File: config.mk
export PLATFORM = sky130hd
export DESIGN_NAME = three_and_seq
export DESIGN_NICKNAME = d
export VERILOG_FILES = /design/src/rtl/three_and_seq_pkg.sv /design/src/rtl/three_and_seq_timer.sv /design/src/rtl/three_and_seq.sv
export SDC_FILE = /design/constraint.sdc
export NUM_CORES = 1
export LEC_CHECK = 0
export ABC_AREA = 1
export CORE_MARGIN = 2
export CORE_UTILIZATION = 37
export DETAILED_ROUTE_END_ITERATION = 12
export PLACE_DENSITY_LB_ADDON = 0.25
export SETUP_SLACK_MARGIN = 0.02
export SYNTH_ARGS = -nofsm -noshare
export SYNTH_HDL_FRONTEND = slang
export SYNTH_SLANG_ARGS = --single-unit
File: constraint.sdc
create_clock -name clk -period 1.7 [get_ports clk]
set_clock_uncertainty 0.1 [all_clocks]
set_input_delay 0.34 -clock clk [delete_from_list [all_inputs] [get_ports clk]]
set_output_delay 0.34 -clock clk [all_outputs]
set_load 0.005 [all_outputs]
File: src/rtl/three_and_seq_pkg.sv
// Shared definitions for the three-input AND gate sequencer.
// Optional checking logic is controlled by the THREE_AND_SEQ_CHECK_EN macro.
package three_and_seq_pkg;

    typedef enum logic [1:0] {
        IDLE   = 2'd0,
        DRIVE  = 2'd1,
        SAMPLE = 2'd2,
        DONE   = 2'd3
    } state_t;

    localparam logic [2:0] VEC_LAST = 3'b111;
    localparam int         DWELL_W  = 4;
    localparam logic [3:0] ERR_MAX  = 4'd15;

    // Increment that sticks at the top of the 4-bit error range.
    function automatic logic [3:0] sat_inc(input logic [3:0] val);
        return (val == ERR_MAX) ? val : val + 4'd1;
    endfunction

endpackage

File: src/rtl/three_and_seq_timer.sv
// Dwell countdown: load a start value, count down to zero, then hold at zero.
// 'expired' is high whenever the count reads zero.
import three_and_seq_pkg::*;

module three_and_seq_timer (
    input  logic               clk,
    input  logic               rst_n,
    input  logic               load,
    input  logic [DWELL_W-1:0] value,
    output logic               expired
);

    logic [DWELL_W-1:0] r_count;

    // Load has priority; otherwise count down and stop at zero.
    always_ff @(posedge clk or negedge rst_n) begin
        if (!rst_n) begin
            r_count <= '0;
        end else if (load) begin
            r_count <= value;
        end else if (r_count != '0) begin
            r_count <= r_count - DWELL_W'(1);
        end
    end

    assign expired = (r_count == '0);

endmodule

File: src/rtl/three_and_seq.sv
// Sweeps all eight input vectors of an external 3-input AND gate, holding each
// vector for DWELL cycles and sampling the gate output once per vector.
// Define THREE_AND_SEQ_CHECK_EN to compile in the compare / err_cnt / pass logic;
// without it err_cnt and pass read 0 and outD is ignored.
// Handshake: start is a level request sampled only in IDLE; busy covers DRIVE
// and SAMPLE; done is a single-cycle pulse in DONE.
import three_and_seq_pkg::*;

module three_and_seq #(
    parameter int DWELL = 4
) (
    input  logic       clk,
    input  logic       rst_n,
    input  logic       start,
    input  logic       outD,
    output logic       inA,
    output logic       inB,
    output logic       inC,
    output logic [2:0] vec,
    output logic       busy,
    output logic       done,
    output logic [3:0] err_cnt,
    output logic       pass,
    output logic [1:0] dbg_state
);

    localparam logic [DWELL_W-1:0] DWELL_LOAD = DWELL_W'(DWELL - 1);

    state_t     r_state;
    state_t     w_state_nxt;
    logic [2:0] r_vec;
    logic [2:0] w_vec_nxt;
    logic [2:0] r_gate;
    logic       w_load;
    logic       w_expired;

    three_and_seq_timer u_timer (
        .clk     (clk),
        .rst_n   (rst_n),
        .load    (w_load),
        .value   (DWELL_LOAD),
        .expired (w_expired)
    );

    // State and vector index registers.
    always_ff @(posedge clk or negedge rst_n) begin
        if (!rst_n) begin
            r_state <= IDLE;
            r_vec   <= '0;
        end else begin
            r_state <= w_state_nxt;
            r_vec   <= w_vec_nxt;
        end
    end

    // Next-state, next-vector and dwell reload decisions.
    always_comb begin
        w_state_nxt = r_state;
        w_vec_nxt   = r_vec;
        w_load      = 1'b0;
        case (r_state)
            IDLE: begin
                if (start) begin
                    w_state_nxt = DRIVE;
                    w_vec_nxt   = '0;
                    w_load      = 1'b1;
                end
            end
            DRIVE: begin
                if (w_expired) begin
                    w_state_nxt = SAMPLE;
                end
            end
            SAMPLE: begin
                // Vector 7 is terminal; the index never wraps inside a sweep.
                if (r_vec == VEC_LAST) begin
                    w_state_nxt = DONE;
                end else begin
                    w_state_nxt = DRIVE;
                    w_vec_nxt   = r_vec + 3'd1;
                    w_load      = 1'b1;
                end
            end
            DONE: begin
                w_state_nxt = IDLE;
            end
            default: begin
                w_state_nxt = IDLE;
            end
        endcase
    end

    // Gate inputs registered from the next vector so they line up with DRIVE/SAMPLE.
    always_ff @(posedge clk or negedge rst_n) begin
        if (!rst_n) begin
            r_gate <= '0;
        end else if ((w_state_nxt == DRIVE) || (w_state_nxt == SAMPLE)) begin
            r_gate <= w_vec_nxt;
        end else begin
            r_gate <= '0;
        end
    end

    // Status outputs decoded from the current state.
    always_comb begin
        busy      = (r_state == DRIVE) || (r_state == SAMPLE);
        done      = (r_state == DONE);
        inA       = r_gate[2];
        inB       = r_gate[1];
        inC       = r_gate[0];
        vec       = r_vec;
        dbg_state = r_state;
    end

`ifdef THREE_AND_SEQ_CHECK_EN
    logic [3:0] r_err_cnt;
    logic       r_pass;
    logic       w_mismatch;

    assign w_mismatch = (r_state == SAMPLE) && (outD != (&r_vec));

    // Error count and sticky pass flag; both cleared only by an accepted start.
    always_ff @(posedge clk or negedge rst_n) begin
        if (!rst_n) begin
            r_err_cnt <= '0;
            r_pass    <= 1'b0;
        end else if ((r_state == IDLE) && start) begin
            r_err_cnt <= '0;
            r_pass    <= 1'b0;
        end else begin
            if (w_mismatch) begin
                r_err_cnt <= sat_inc(r_err_cnt);
            end
            if (r_state == DONE) begin
                r_pass <= (r_err_cnt == '0);
            end
        end
    end

    assign err_cnt = r_err_cnt;
    assign pass    = r_pass;
`else
    logic w_unused_outd;
    assign w_unused_outd = outD;
    assign err_cnt       = '0;
    assign pass          = 1'b0;
`endif

endmodule

# Word-level counts from Yosys, hierarchy flattened
# Cells that the tools add are included.
# op_classes
add_sub_neg,2
mux,13
n_eq_ne,6
reduce_logical,6
# op_table
cell,count
$mux 3,3
$mux 4,2
$pmux 2 s4,1
$eq 2x2->1 const B,3
$mux 2,3
$pmux 3 s2,1
$eq 2x1->1 const B,2
$logic_not 4->1,1
$reduce_bool 4->1,1
$sub 4x1->4 const B,1
$add 3x1->3 const B,1
$eq 3x3->1 const B,1
$logic_not 2->1,1
$logic_or 1x1->1,2
$mux 1,2
$pmux 1 s2,1
$reduce_bool 2->1,1
# word_totals
out_inout_bits,15
regBits,12
wordCells,31

# Logic depth before layout (Yosys ltp)
# Gate-level depths: netlist (run 1).
# logic_depth
word_depth,6
ltp_mapped,11

# Cells and area by module
# A second synthesis (run 1) with hierarchy kept.
# unflattened
cells_unflattened,94
area_unflattened_um2,744.5
# by_module_without_submodules
mod,seq_area_each_um2,area_per_inst_um2,cells_each,instances
three_and_seq,200.2,501.7,60,1
three_and_seq_timer,100.1,242.7,34,1

# Worst setup path after synthesis (run 1)
# Ideal clock, no wire load.
# synth_path
path_kind,register to register
startpoint,"register r_state[0], in the netlist dbg_state[0]"
endpoint,register r_gate[1]
period_less_slack_ps,1425
n_path_buf,0
path_stages_with_launch,8
arrival_ps,1200
path_slack_ps,275
setup_ps,125
path_cell_list,dfrtp_1 inv_1 ha_1 inv_2 nor2_2 nand3b_1 a22oi_1 nor2_1
# synth_via
elab_chain_cells,5
word_cells_on_any_way,12
# synth_lines
element,line_no,source
from (decl),three_and_seq.sv:29,state_t r_state;
from (signal assigned),three_and_seq.sv:51,r_state <= w_state_nxt;
$eq 2x2->1 (tied with other cells),three_and_seq.sv:61,case (r_state)
$pmux 2 s4,three_and_seq.sv:61,
$eq 2x1->1 or $eq 2x2->1 (tied branches),three_and_seq.sv:97,end else if ((w_state_nxt == DRIVE) || (w_state_nxt == SAMPLE)) begin
$logic_or 1x1->1,three_and_seq.sv:97,
$mux 3 (*),three_and_seq.sv:97,
to (signal assigned),three_and_seq.sv:98,r_gate <= w_vec_nxt;
to (decl),three_and_seq.sv:33,logic [2:0] r_gate;
# Every way passes the cells marked *; elsewhere a longest branch is shown, timed or not.
# A chain may end at the register's enable or synchronous reset.

# Worst setup path in the final report (run 1)
# layout_path
startpoint,"register r_state[0], in the netlist dbg_state[0]"
endpoint,output busy
# layout_via
elab_chain_cells,2
word_cells_on_any_way,3
# layout_lines
element,line_no,source
$eq 2x1->1 or $eq 2x2->1 (tied branches),three_and_seq.sv:106,busy = (r_state == DRIVE) || (r_state == SAMPLE);
$logic_or 1x1->1 (*),three_and_seq.sv:106,
to (decl),three_and_seq.sv:20,"output logic busy,"
# Marked as above.

==> impl_metrics.env, run 1 <==
export IMPL_ctsHoldBuffers=0
export IMPL_yosysSeqAreaShare_pct=43.2
export IMPL_crit_path_end_kind="primary output"
export IMPL_swShare_pct=39.8
export IMPL_cts_root_buf="clkbuf_4"
export IMPL_antenna_found_initial=0
export IMPL_hold_viol_final=0
export IMPL_place_congestion=0.791
export IMPL_synth_seq_cells=12
export IMPL_clkPwrFrac_pct=15.2
export IMPL_seq_power_share_pct=30.2
export IMPL_dr_first_iter_drc_count=11
export IMPL_dieArea_mm2=0.00224
export IMPL_slowest_stage="dfrtp_1"
export IMPL_postSynthAreaPerCell_um2=8.47
export IMPL_status="completed"
export IMPL_portBuffers=12
export IMPL_start_util_pct=39.8
export IMPL_path_clk_slew_ns=0.07
export IMPL_die_y_um=47.3
export IMPL_h_tree_depth=1
export IMPL_drtAntennaViolNets=0
export IMPL_hpwl_um=1030
export IMPL_dpl_cell_area_um2=853
export IMPL_crit_required_ns=1.26
export IMPL_p_switching_w=0.000588
export IMPL_core_region_area_mm2=0.00175
export IMPL_intPower_w=0.000889
export IMPL_crit_family="flip-flops"
export IMPL_io_pins=19
export IMPL_yosys_warnings=0
export IMPL_crit_path_cell_trace="inv_2 > ha_1 > clkdlybuf4s15_1"
export IMPL_final_setup_tns_ns=0
export IMPL_vias_per_cell=4.40
export IMPL_min_period_over_period_pct=95.6
export IMPL_setup_slack_ns=0.0750
export IMPL_p_leak_nw=0.506
export IMPL_grtUsageTotal_pct=13.9
export IMPL_synth_area_top_cells="dfrtp_1 (43%), ha_1 (13%), nand2_1 (6.5%)"
export IMPL_clkSinkCount=12
export IMPL_wire_per_inst_um=9.67
export IMPL_drive_gt1_share_pct=22.5
export IMPL_die_w_um=47.3
export IMPL_rows=15
export IMPL_grt_pass1_wl_um=2140
export IMPL_synth_edff_count=0
export IMPL_grt_busiest_layer="met2"
export IMPL_grt_use_met1_pct=16.6
export IMPL_layout_cells_non_filler=127
export IMPL_syn_inst=82
export IMPL_max_clock_freq_mhz=615
export IMPL_numCtsBuffers=3
export IMPL_clockBufferDepth=2
export IMPL_globalRouteMet3Util_pct=6.54
export IMPL_worstPathArrival_ns=1.19
export IMPL_max_cap_violations=0
export IMPL_design_area_um2=905
export IMPL_final_max_slew_viol_count=0
export IMPL_async_flop_share_pct=100
export IMPL_setup_violations=0
export IMPL_drtPass1Iterations=4
export IMPL_routed_wl_um=1230
export IMPL_grt_ovfl_total=0
export IMPL_grt_max_degree=13
export IMPL_powerDensity_mw_per_mm2=1630
export IMPL_fin_crit_ns=1.63
export IMPL_syn_area_um2=694
export IMPL_worst_setup_path_start_kind="flip-flop"
export IMPL_drc=0
export IMPL_critPathMaxFanout=3
export IMPL_synth_flop_cell="dfrtp_1"
export IMPL_slowest_delay_ns=0.38
export IMPL_placedCellCount=122
export IMPL_cts_tree="yes"
export IMPL_final_nets=114
export IMPL_hp_class="input pin to asynchronous set/reset pin"
export IMPL_grt_setup_unrepaired="false"
export IMPL_diodes=0
export IMPL_crit_type="flip-flop to primary output"
export IMPL_grt_pass1_vias=508
export IMPL_met2_usage_pct=22.7
export IMPL_cp_buffers_inverters=2
export IMPL_synth_top_area_share_pct=43.2
export IMPL_power_frac_comb_pct=54.6
export IMPL_syn_to_final_growth_pct=30.3
export IMPL_yosysTopAreaCell="dfrtp_1"
export IMPL_vias=559
export IMPL_power_w=0.00148
export IMPL_synth_cell_types=20
export IMPL_place_ws_ns=0.0613
export IMPL_netlist_top_cells_count="dfrtp_1 (12), nand2_1 (12), inv_1 (11)"
export IMPL_vdd_drop_max_mv=0.830
export IMPL_insertion_delay_ns=0.27
-- final timing paths --
check / from / endpoint / slack [ns] / cells past startpoint
max: dbg_state[0] / busy / 0.07 / 3
min: rst_n / u_timer.r_count[3] / 0.25 / 2
max reg2reg: dbg_state[1] / r_gate[1] / 0.17 / 8
min reg2reg: u_timer.r_count[3] / u_timer.r_count[3] / 0.40 / 1
max in group asynchronous: rst_n / vec[0] / 1.09 / 2
min in group clk: u_timer.r_count[3] / u_timer.r_count[3] / 0.40 / 1
-- timing repair --
action / 4_1_cts / 5_1_grt
setup buffers: 0 / 1
endpoints found under the setup margin: 3 / 5
gates resized for setup: 3 / 6
pin swaps: 0 / 0
cloned: 0 / 0
-- flip-flops by register name, indices dropped and copies added (netlist names) --
signal	flops
r_gate	3
u_timer.r_count	4
dbg_state	2
vec	3
-- power by group through the flow --
stage / Sequential (W) / Clock (W) / Combinational (W)
floorplan: 0.000455 / 0 / 0.000497
global placement: 0.000444 / 0 / 0.000782
detailed placement: 0.000447 / 0 / 0.000815
CTS: 0.000442 / 0.000236 / 0.000786
global route: 0.000459 / 0.000254 / 0.000933
finish: 0.000446 / 0.000224 / 0.000806
-- cells in the final DEF (no fill, tap or decap) --
cell / Yosys / layout
clkdlybuf4s15_1: 0 / 2
a22oi_1: 1 / 1
clkbuf_4: 0 / 3
inv_2: 3 / 4
clkinv_1: 1 / 1
nand3_1: 2 / 2
nor2_2: 2 / 3
nor2_1: 7 / 6
buf_6: 0 / 1
ha_1: 7 / 7
conb_1: 1 / 5
dfrtp_1: 12 / 12
dlymetal6s2s_1: 0 / 1
nand2_2: 7 / 7
nor3_1: 2 / 2
a211oi_1: 1 / 1
buf_4: 5 / 4
xnor2_1: 1 / 1
o21ai_0: 4 / 4
clkbuf_8: 0 / 1
nand2_1: 12 / 12
o21ai_1: 1 / 1
nand3b_1: 1 / 1
clkdlybuf4s50_1: 0 / 8
dlygate4sd2_1: 0 / 1
inv_1: 11 / 10
a21oi_1: 1 / 1
-- stage by stage --
step	util (%)	hold WS (ns)
global placement	48.9	0.380
finish	51.8	0.255
global route	51.8	0.260
detailed placement	48.9	0.387
floorplan	-	-0.0556
CTS	50.8	0.256
-- logic make-up after synthesis --
| logic type | share of synthesized area, % |
|---|---|
| AND/OR/NAND/NOR | 22.3 |
| flip-flops | 43.2 |
| other | 0.540 |
| buffers and inverters | 13.5 |
| adder cells (fa/ha/maj) | 12.6 |
| AO/OA/AOI/OAI | 6.49 |
| XOR/XNOR | 1.26 |
-- area by class of cell --
class	instances	area, um2
clock buffers	4	36.3
inverters	15	56.3
fillers	180	841
repair buffers	17	163
multi-input cells	54	318
well taps	25	31.3
flip-flops and latches	12	300
-- routing by layer --
metal,wire length (um),vias up,share of wire (%)
li1,-,281,-
met1,514,264,42
met2,626,12,51
met3,75,2,6.1
met4,11,0,0.90
met5,0,-,0
Power figures use the tool's default switching activity.
==> run 2, diff against run 1 <==
--- a/config.mk
+++ b/config.mk
@@ -9,8 +9,10 @@
 export CORE_MARGIN = 2
 export CORE_UTILIZATION = 37
 export DETAILED_ROUTE_END_ITERATION = 12
+export DONT_BUFFER_PORTS = 1
 export PLACE_DENSITY_LB_ADDON = 0.25
 export SETUP_SLACK_MARGIN = 0.02
+export SKIP_CTS_REPAIR_TIMING = 1
 export SYNTH_ARGS = -nofsm -noshare
 export SYNTH_HDL_FRONTEND = slang
 export SYNTH_SLANG_ARGS = --single-unit
==> impl_metrics.env, run 2 (synthesis gave the netlist of run 1 again) <==
export IMPL_status="completed"
export IMPL_final_cell_mix="nand2_1 (12), dfrtp_1 (12), inv_1 (10), nand2_2 (7), nor2_1 (7)"
export IMPL_max_cap_violations=0
export IMPL_setup_violations=0
export IMPL_place_congestion=0.726
export IMPL_multi_input_area_um2=318
export IMPL_vias=504
export IMPL_crit_family="flip-flops"
export IMPL_routed_wl_um=1130
export IMPL_final_setup_tns_ns=0
export IMPL_largest_reg_flops=4
export IMPL_dr_first_iter_drc_count=6
export IMPL_whs_path_depth=3
export IMPL_place_ws_ns=0.130
export IMPL_worstPathArrival_ns=1.12
export IMPL_dieArea_mm2=0.00224
export IMPL_slew_headroom_pct=63.7
export IMPL_core_region_area_mm2=0.00175
export IMPL_holdWs_ns=0.175
export IMPL_min_from="start"
export IMPL_slowest_stage="dfrtp_1"
export IMPL_diodes=0
export IMPL_io_pins=19
export IMPL_vdd_drop_max_mv=0.774
export IMPL_antenna_found_initial=0
export IMPL_fin_crit_ns=1.56
export IMPL_cts_tree="yes"
export IMPL_portBuffers=0
export IMPL_dpl_cell_area_um2=711
export IMPL_register_area_um2=300
export IMPL_grt_max_degree=13
export IMPL_reg2regPathDepth=9
export IMPL_grt_ovfl_total=0
export IMPL_hold_viol_final=0
export IMPL_wire_per_inst_um=10.1
export IMPL_die_w_um=47.3
export IMPL_syn_to_final_growth_pct=9.37
export IMPL_crit_required_ns=1.26
export IMPL_timing_rr_end="r_gate[1]"
export IMPL_cp_buffers_inverters=1
export IMPL_reg2reg_from="dbg_state[1]"
export IMPL_final_nets=99
export IMPL_grtUsageTotal_pct=13.0
export IMPL_final_max_slew_viol_count=0
export IMPL_path_clk_slew_ns=0.08
export IMPL_grt_setup_unrepaired="false"
export IMPL_rows=15
export IMPL_critPathMaxFanout=5
export IMPL_drc=0
export IMPL_max_clock_freq_mhz=642
export IMPL_hp_class="input pin to flip-flop"
export IMPL_cp_depth=2
export IMPL_start_util_pct=39.8
export IMPL_cts_root_buf="clkbuf_4"
export IMPL_die_y_um=47.3
export IMPL_vias_per_cell=4.50
export IMPL_worst_setup_path_start_kind="flip-flop"
export IMPL_regMostFlops="u_timer.r_count"
export IMPL_grt_pass1_vias=453
export IMPL_fill_cells=177
export IMPL_setup_slack_ns=0.143
export IMPL_crit_type="flip-flop to primary output"
export IMPL_crit_path_cell_trace="inv_2 > ha_2"
export IMPL_clkSinkCount=12
export IMPL_insertion_delay_ns=0.27
export IMPL_clockBufferDepth=2
export IMPL_power_w=0.00131
export IMPL_max_slew_worst_pin_slew_ns=0.542
export IMPL_numCtsBuffers=3
export IMPL_holdPathEnd="vec[2]"
export IMPL_h_tree_depth=1
export IMPL_p_leak_nw=0.425
export IMPL_drtPass1Iterations=6
export IMPL_slowest_delay_ns=0.44
export IMPL_min_period_over_period_pct=91.6
export IMPL_design_area_um2=759
export IMPL_hpwl_um=911
export IMPL_grt_pass1_wl_um=1910
export IMPL_drtAntennaViolNets=0
export IMPL_powerDensity_mw_per_mm2=1720
export IMPL_rrSetupSlack_ns=0.19
export IMPL_drive_gt1_share_pct=21.8
export IMPL_crit_path_end_kind="primary output"
run 2: changes by cell type in the layout (fill, tap and decap cells not counted), sizes merged:
cell,previous run,this run
clkdlybuf4s15,2,0
buf,5,1
dlygate4sd2,1,0
dlymetal6s2s,1,0
clkdlybuf4s50,8,0
dlygate4sd3,0,1
run 2: metal layers:
layer  global-route usage [%]  up-vias  share of wire, %
met2                     20.3       13                53
met3                     6.15        0               5.2
met1                     14.7      239                42
met4                     6.67        0                 0
li1                         -      252                 -
met5                        0        -                 0
run 2: worst min-delay path, cell delays in order:
cell     delay (ns)
nand2_1        0.06
nand2_1        0.06
nand2_1        0.06
run 2: final cells by class:
| cell class | count | area share (%) |
|---|---|---|
| multi-input combinational | 54 | 41.8 |
| sequential | 12 | 39.5 |
| inverter | 15 | 7.41 |
| clock buffer | 4 | 4.78 |
| tap | 25 | 4.12 |
| timing repair buffer | 2 | 2.31 |
run 2: power by group:
group | switching [W] | total [W] | internal [W]
Clock | 0.0000966 | 0.000227 | 0.000130
Combinational | 0.000383 | 0.000624 | 0.000241
Sequential | 0.0000754 | 0.000455 | 0.000380
run 2: metrics by stage:
step	utilization [%]	cells
4_1_cts	42.8	111
5_1_grt	43.5	112
2_1_floorplan	-	86
6_report	43.5	112
3_5_place_dp	40.7	107
3_3_place_gp	40.7	107
run 2: how the worst max path moves through the flow:
stage	from	end	slack (ns)
6_report	dbg_state[1]	busy	0.14
5_1_grt	dbg_state[1]	r_gate[2]	0.04
4_1_cts	dbg_state[1]	r_gate[1]	0.12
3_5_place_dp	dbg_state[1]	r_gate[1]	0.13
3_3_place_gp	dbg_state[1]	r_gate[1]	0.16
2_1_floorplan	dbg_state[0]	r_gate[1]	0.27
